[src/rtl/hash_target_check.sv]
// Byte-serial hash vs. target difficulty check.
// Emits one below/equal/error verdict per hash frame over valid/ready.
module hash_target_check #(
   parameter int NBYTES = 32,
   parameter int AW     = 5,
   parameter int CW     = 16
) (
   input  logic          clk,
   input  logic          rst_n,
   input  logic          tgt_wr,
   input  logic [AW-1:0] tgt_addr,
   input  logic [7:0]    tgt_data,
   output logic          tgt_busy,
   input  logic          hash_valid,
   output logic          hash_ready,
   input  logic [7:0]    hash_byte,
   input  logic          hash_last,
   output logic          res_valid,
   input  logic          res_ready,
   output logic          res_below,
   output logic          res_equal,
   output logic          res_err,
   output logic [CW-1:0] hit_cnt
);

   typedef enum logic [1:0] {
      CMP = 2'd0,
      DRN = 2'd1,
      RES = 2'd2
   } state_t;

   localparam logic [AW-1:0] LAST_IDX = AW'(NBYTES - 1);
   localparam logic [CW-1:0] HIT_MAX  = {CW{1'b1}};

   state_t        state, state_nx;
   logic [AW-1:0] idx, idx_nx;
   logic          decided, decided_nx;
   logic          below, below_nx;
   logic          rb_nx, re_nx, rerr_nx;
   logic [CW-1:0] hit_nx;

   logic [7:0]    tgt [NBYTES];
   logic [7:0]    tgt_byte;
   logic          beat;
   logic          wr_ok;
   logic          at_end;
   logic          byte_lt, byte_gt;
   logic          dec_now, bel_now;
   logic          frame_ok;

   assign tgt_busy = (idx != '0) || (state != CMP);
   assign wr_ok    = tgt_wr && !tgt_busy;
   assign beat     = hash_valid && hash_ready;
   assign at_end   = (idx == LAST_IDX);

   // A write landing on the first beat is forwarded so byte 0 sees it.
   assign tgt_byte = (wr_ok && (tgt_addr == idx)) ? tgt_data : tgt[idx];
   assign byte_lt  = hash_byte < tgt_byte;
   assign byte_gt  = hash_byte > tgt_byte;

   // Next-state, verdict and handshake logic.
   always_comb begin
      state_nx   = state;
      idx_nx     = idx;
      decided_nx = decided;
      below_nx   = below;
      rb_nx      = res_below;
      re_nx      = res_equal;
      rerr_nx    = res_err;
      hit_nx     = hit_cnt;
      hash_ready = (state != RES);
      res_valid  = (state == RES);
      dec_now    = decided;
      bel_now    = below;
      frame_ok   = 1'b0;
      unique case (state)
         CMP, DRN: begin
            if (beat) begin
               if (state == CMP && byte_lt) begin
                  dec_now = 1'b1;
                  bel_now = 1'b1;
               end else if (state == CMP && byte_gt) begin
                  dec_now = 1'b1;
                  bel_now = 1'b0;
               end
               decided_nx = dec_now;
               below_nx   = bel_now;
               if (hash_last || at_end) begin
                  frame_ok = hash_last && at_end;
                  state_nx = RES;
                  rerr_nx  = !frame_ok;
                  rb_nx    = frame_ok && dec_now && bel_now;
                  re_nx    = frame_ok && !dec_now;
               end else begin
                  idx_nx   = idx + 1'b1;
                  state_nx = dec_now ? DRN : CMP;
               end
            end
         end
         RES: begin
            if (res_ready) begin
               state_nx   = CMP;
               idx_nx     = '0;
               decided_nx = 1'b0;
               below_nx   = 1'b0;
               rb_nx      = 1'b0;
               re_nx      = 1'b0;
               rerr_nx    = 1'b0;
               if (res_below && hit_cnt != HIT_MAX) begin
                  hit_nx = hit_cnt + 1'b1;
               end
            end
         end
         default: begin
            state_nx = CMP;
            idx_nx   = '0;
         end
      endcase
   end

   // State register.
   always_ff @(posedge clk or negedge rst_n) begin
      if (!rst_n) begin
         state <= CMP;
      end else begin
         state <= state_nx;
      end
   end

   // Frame progress, verdict and hit counter registers.
   always_ff @(posedge clk or negedge rst_n) begin
      if (!rst_n) begin
         idx       <= '0;
         decided   <= 1'b0;
         below     <= 1'b0;
         res_below <= 1'b0;
         res_equal <= 1'b0;
         res_err   <= 1'b0;
         hit_cnt   <= '0;
      end else begin
         idx       <= idx_nx;
         decided   <= decided_nx;
         below     <= below_nx;
         res_below <= rb_nx;
         res_equal <= re_nx;
         res_err   <= rerr_nx;
         hit_cnt   <= hit_nx;
      end
   end

   // Target store; all-ones after reset, frozen while a frame is in flight.
   always_ff @(posedge clk or negedge rst_n) begin
      if (!rst_n) begin
         for (int i = 0; i < NBYTES; i++) begin
            tgt[i] <= 8'hFF;
         end
      end else if (wr_ok && (int'(tgt_addr) < NBYTES)) begin
         tgt[tgt_addr] <= tgt_data;
      end
   end

endmodule

[config.mk]
export PLATFORM = sky130hd
export DESIGN_NAME = hash_target_check
export DESIGN_NICKNAME = d
export VERILOG_FILES = /design/src/rtl/hash_target_check.sv
export SDC_FILE = /design/constraint.sdc
export NUM_CORES = 1
export LEC_CHECK = 0
export CAP_MARGIN = 0
export CORE_ASPECT_RATIO = 1.4
export CORE_MARGIN = 2
export CORE_UTILIZATION = 45
export CTS_BUF_LIST = sky130_fd_sc_hd__clkbuf_8 sky130_fd_sc_hd__clkbuf_16
export DETAILED_ROUTE_END_ITERATION = 8
export PLACE_DENSITY = 0.69
export SETUP_SLACK_MARGIN = 0.05
export SYNTH_ARGS = -nofsm -noshare
export SYNTH_HDL_FRONTEND = slang
export SYNTH_SLANG_ARGS = --single-unit
[constraint.sdc]
create_clock -name clk -period 2.89 [get_ports clk]
set_input_delay 0.7225 -clock clk [delete_from_list [all_inputs] [get_ports clk]]
set_output_delay 0.7225 -clock clk [all_outputs]
set_load 0.01 [all_outputs]
Word level (Yosys, flattened, before mapping)
Index checks and enable logic that the tools add are counted. Widths: inputs -> output; s select.

Bitwise operators: 2. Multiplexer cells: 38. Reductions and logical operators: 26. Magnitude comparators: 5. Add/subtract/negate cells: 2. Equal/unequal tests: 10.

Operators with widths (count): $bwmux 256 (1); $bmux 8 s5 (1); $demux 8 s5 (1); $mux 8 (4); $mux 1 (18); $add 16x1->16 const B (1); $ne 16x16->1 const B (1); $mux 5 (3); $ge 6x6->1 const B (2); $not 5->6 (2); $logic_and 1x1->1 (11); $pmux 1 s2 (5); $pmux 5 s2 (1); $reduce_and 3->1 (3); $gt 8x8->1 (1); $lt 8x8->1 (1); $ne 2x2->1 const B (4); $lt 6x1->1 const B (1); $mux 2 (3); $add 5x1->5 const B (1); $eq 5x5->1 (1); $eq 5x5->1 const B (1); $reduce_bool 5->1 (1); $pmux 2 s2 (1); other kinds (10) (14).

Logic and storage cells: 123. Register bits: 284. Output and inout bits: 22. Bits of input ports: 27.

Logic depth before layout (Yosys ltp)
Word-level depth: 17. Mapped depth: 15. Mapped depth without buffers: 12.

Worst setup path before layout
Ideal clock, no wire load.

Kind: input-to-reg. Start: in tgt_addr[4]. End: reg state[0]. Arrival time: 3.061 ns. Buffers on the path: 1. Required time: 2.768 ns. Cell stages on the path: 11. Setup slack: -0.293 ns. Cells stage by stage: buf_2 xor2_1 nor4_1 nand4_1 mux2i_1 ha_1 and4b_1 a211oi_1 o221ai_1 nand3b_1 a32o_1.

Word-level cells in the longest chain between the ends: 13. Elaborated cells between the ends (all ways): 15. Classes of those cells: 2 x order compare; 1 x eq/ne; 9 x mux; 3 x reduce/logical.

RTL lines: start, declared (line 11) `input logic [AW-1:0] tgt_addr,`; $eq 5x5->1 (*) (line 57) `assign tgt_byte = (wr_ok && (tgt_addr == idx)) ? tgt_data : tgt[idx];`; $logic_and 1x1->1 (*) (line 57); $mux 8 (*) (line 57); $gt 8x8->1 (line 59) `assign byte_gt = hash_byte > tgt_byte;`; $logic_and 1x1->1 (line 82) `end else if (state == CMP && byte_gt) begin`; $mux 1 (line 82); $mux 1 (*) (line 79) `if (state == CMP && byte_lt) begin`; $mux 1 (*) (line 78) `if (beat) begin`; $mux 1 (*) (line 76) `unique case (state)`; $mux 1 (*) (line 96) `state_nx = dec_now ? DRN : CMP;`; $mux 2 (*) (line 88) `if (hash_last || at_end) begin`; $mux 2 (*) (line 78); $pmux 2 s2 (*) (line 76); end signal, assigned (line 126) `state <= state_nx;`; end, declared (line 35) `state_t state, state_nx;`.

Every way passes the cells marked *; elsewhere a longest branch is shown, timed or not. The select of a mux whose other input is x is not followed. A chain may end at the register's enable or synchronous reset.

Final worst setup path
Start: reg idx[1]. End: reg res_below.

Word-level cells in the longest chain between the ends: 17. Elaborated cells between the ends (all ways): 33. Classes of those cells: 2 x order compare; 3 x eq/ne; 15 x mux; 1 x bitwise; 12 x reduce/logical.

RTL lines: start, declared (line 36) `logic [AW-1:0] idx, idx_nx;`; start signal, assigned (line 141) `idx <= idx_nx;`; parallel branches: the longest is 17 deep, another holds $gt 8x8->1; end signal, assigned (line 144) `res_below <= rb_nx;`; end, declared (line 20) `output logic res_below,`.

Several ways; the timed one is not identified. The select of a mux whose other input is x is not followed.

==> reports/results.ini <==
[worst_setup_path]
cp_top_family = compound AO/OA/AOI/OAI gates
path_buf_inv = 3
critPathKind = flop to flop
crit_chain = buf_8 -> mux2i_1 -> a22oi_2 -> a21oi_2 -> nor4_4 -> buf_4 -> mux2i_1 -> ha_1 -> a21o_1 -> a211oi_2 -> o221ai_2 -> buf_4 -> a21oi_2 -> a21o_1
arrival_ps = 3760
crit_path_start_kind = flop
cp_max_fo = 16
cpPeakStageDelay_ps = 600
endpoint_kind = flop
crit_slowest_cell = dfrtp_4
cp_data_required_time_ps = 3390

[layout]
nNetsFinal = 1228
drive_above_1_share = 0.656
final_cells = 1601
antennaDiodeCount = 0
post-route-util = 0.567
area_growth_syn_to_layout_pct = 23.9
final_cell_area_sq_um = 17500

[run_status]
violations = negative setup slack
status = finished with violations

[synth]
synthTopCellsByCount = 256 x dfstp_2, 247 x mux2_2, 121 x mux2i_1
synth.most_common_cell = dfstp_2
synth_flop_cell = dfstp_2
synth_edf_count = 0
syn_inst = 1034
synth_top_area_share = 0.477
yosys.area.top_type = dfstp_2
synth_area_sq_um = 14100
syn_avg_cell_area_sq_um = 13.6
synth-async-reset-ratio = 1.00
yosysSeqAreaShare = 0.527
syn-num-nets = 1073
synth.distinct_cells = 55
synth.area.top_cells = dfstp_2 48%, mux2_2 20%, mux2i_1 8.6%
ys_seq_elements = 284
yosys_warnings = 0

[power]
p_leak_nw = 7.47
seq_power_share = 0.341
ir_drop_uv = 490
intPower_mw = 8.90
pwr-share-clk = 0.285
power_density_nw_per_um2 = 752
switchingPower_mw = 4.23
switching_share = 0.322
pwr-share-comb = 0.375

[timing]
finalHoldViolations = 0
slew_headroom = 0.675
final.period_utilization = 1.13
setup_viol = 5
min_period_ps = 3250
slew_violations = 0
max_freq_mhz = 307
rsz0062_at_grt = true
worst_pin_slew_ps = 486
fin_ws_ps = -365
hold_slack_ps = 291
clock_skew_ps = 21.2

[detailed_routing]
vias = 9128
dr.pass1.iters = 4
viasPerCell = 5.70
ant_nets = 0
wirelength_um = 36200
wl_per_cell_um = 22.6
drt_iter0_drc = 498
remaining_drc_errors = 0

[placed_design]
placed_area_sq_um = 15900
routabilityCongestion = 0.935
dp_cells = 1527
port_buffers = 48
hpwlAfterDp_um = 24600

[global_route]
grt_max_degree = 64
grtUsageTotal = 0.221
grt_pass1_vias = 9760
grt_overflow_total = 0
antenna_found_initial = 0
grt_pass1_wl_um = 56400

[cts]
clkSinkCount = 284
cts_root_buf = clkbuf_16
h-tree-depth = 1
clkSlewWorstSetupHoldPaths_ps = 70
cts_buffers = 28
clkLatencyLatePin_ps = 560
cts_hold_buffers = 0
clock_path_buffers = 3
cts_tree = yes

[floorplan]
die-area_sq_um = 32800
fp.coreArea_sq_um = 30800
die_w_um = 154
num_rows = 76
io_pins = 49
start_util = 0.458
die_y_um = 213

[flow_run]
maxCapViolCount = 0

[hold_path]
min_path_type = primary input to asynchronous set/reset pin

[area by class of cell]
class,count,area [sq um]
fillers,2562,13300
flip-flops and latches,284,7430
multi-input cells,676,6650
repair buffers,192,1920
clock buffers,34,795
well taps,390,488
clock inverters,18,158
inverters,7,28.8
[power by group through the flow]
stage	combinational [mW]	clock [mW]	sequential (mW)
global route	5.22	3.97	4.50
CTS	4.42	3.82	4.46
detailed placement	4.02	0	4.51
global placement	3.98	0	4.50
finish	4.92	3.74	4.48
floorplan	2.21	0	4.42
[flip-flops by register name (all words and copies together) (netlist names)]
name,count
tgt,256
hit_cnt,16
idx,5
state,2
below,1
decided,1
res_below,1
res_equal,1
res_err,1
[final timing paths]
kind                                        start                      to  slack, ps  cells past startpoint
setup reg to reg               idx[1]$_DFFE_PN0P_   res_below$_DFFE_PN0P_       -360                     14
setup / recovery               idx[1]$_DFFE_PN0P_   res_below$_DFFE_PN0P_       -360                     14
hold / removal                              rst_n    tgt[200]$_DFFE_PN1P_        290                      1
hold reg to reg            hit_cnt[6]$_DFFE_PN0P_  hit_cnt[6]$_DFFE_PN0P_        490                      1
max in group asynchronous                   rst_n     tgt[71]$_DFFE_PN1P_       2050                      2
min in group clk           hit_cnt[6]$_DFFE_PN0P_  hit_cnt[6]$_DFFE_PN0P_        490                      1
[placed cells by master, fill, tap and decap left out, types with 7 or more instances in the layout]
master	n
buf_4	112
buf_6	9
nor2_1	11
nand2_1	35
ha_1	10
nor2_8	8
nand3_1	9
nand4_1	9
mux2_2	239
dfrtp_1	25
xor2_1	10
mux2i_1	119
a21oi_1	20
nand2b_1	8
a21oi_2	14
xnor2_1	7
mux2_4	16
clkbuf_16	32
a22oi_2	13
a22oi_1	40
and3_1	7
buf_12	17
clkdlybuf4s50_1	46
dfstp_2	256
inv_1	9
mux4_2	7
[routing by layer]
metal,up-vias,track usage,wire length (um)
li1,4104,-,-
met1,4786,0.258,14200
met2,163,0.410,19200
met3,75,0.0230,995
met4,0,0.100,1780
met5,-,0,0
[metrics by stage]
stage | total power, mW | TNS [ps] | setup WS, ps
after global placement | 8.48 | -3160 | -684
after global routing | 13.7 | -2130 | -452
after CTS | 12.7 | -1340 | -308
after detailed placement | 8.53 | -3540 | -771
final | 13.1 | -1640 | -365
after floorplan | 6.63 | -831 | -240
[cell families (layout without fill, tap and decap cells)]
logic type               Yosys count  after routing  synth area share
AO/OA/AOI/OAI                    117            117            0.0551
XOR/XNOR                          17             17            0.0106
AND/OR/NAND/NOR                  143            143            0.0680
adder cells (fa/ha/maj)           12             12            0.0106
buffers and inverters             74            251            0.0232
flip-flops                       284            284             0.527
multiplexers                     387            387             0.306
[repair_timing]
action | in CTS | in global routing
resized for setup | 43 | 49
setup buffers | 7 | 11
pin swaps | 7 | 37
cloned | 2 | 3
setup endpoints to repair | 7 | 46
(Power assumes the default switching activity.)
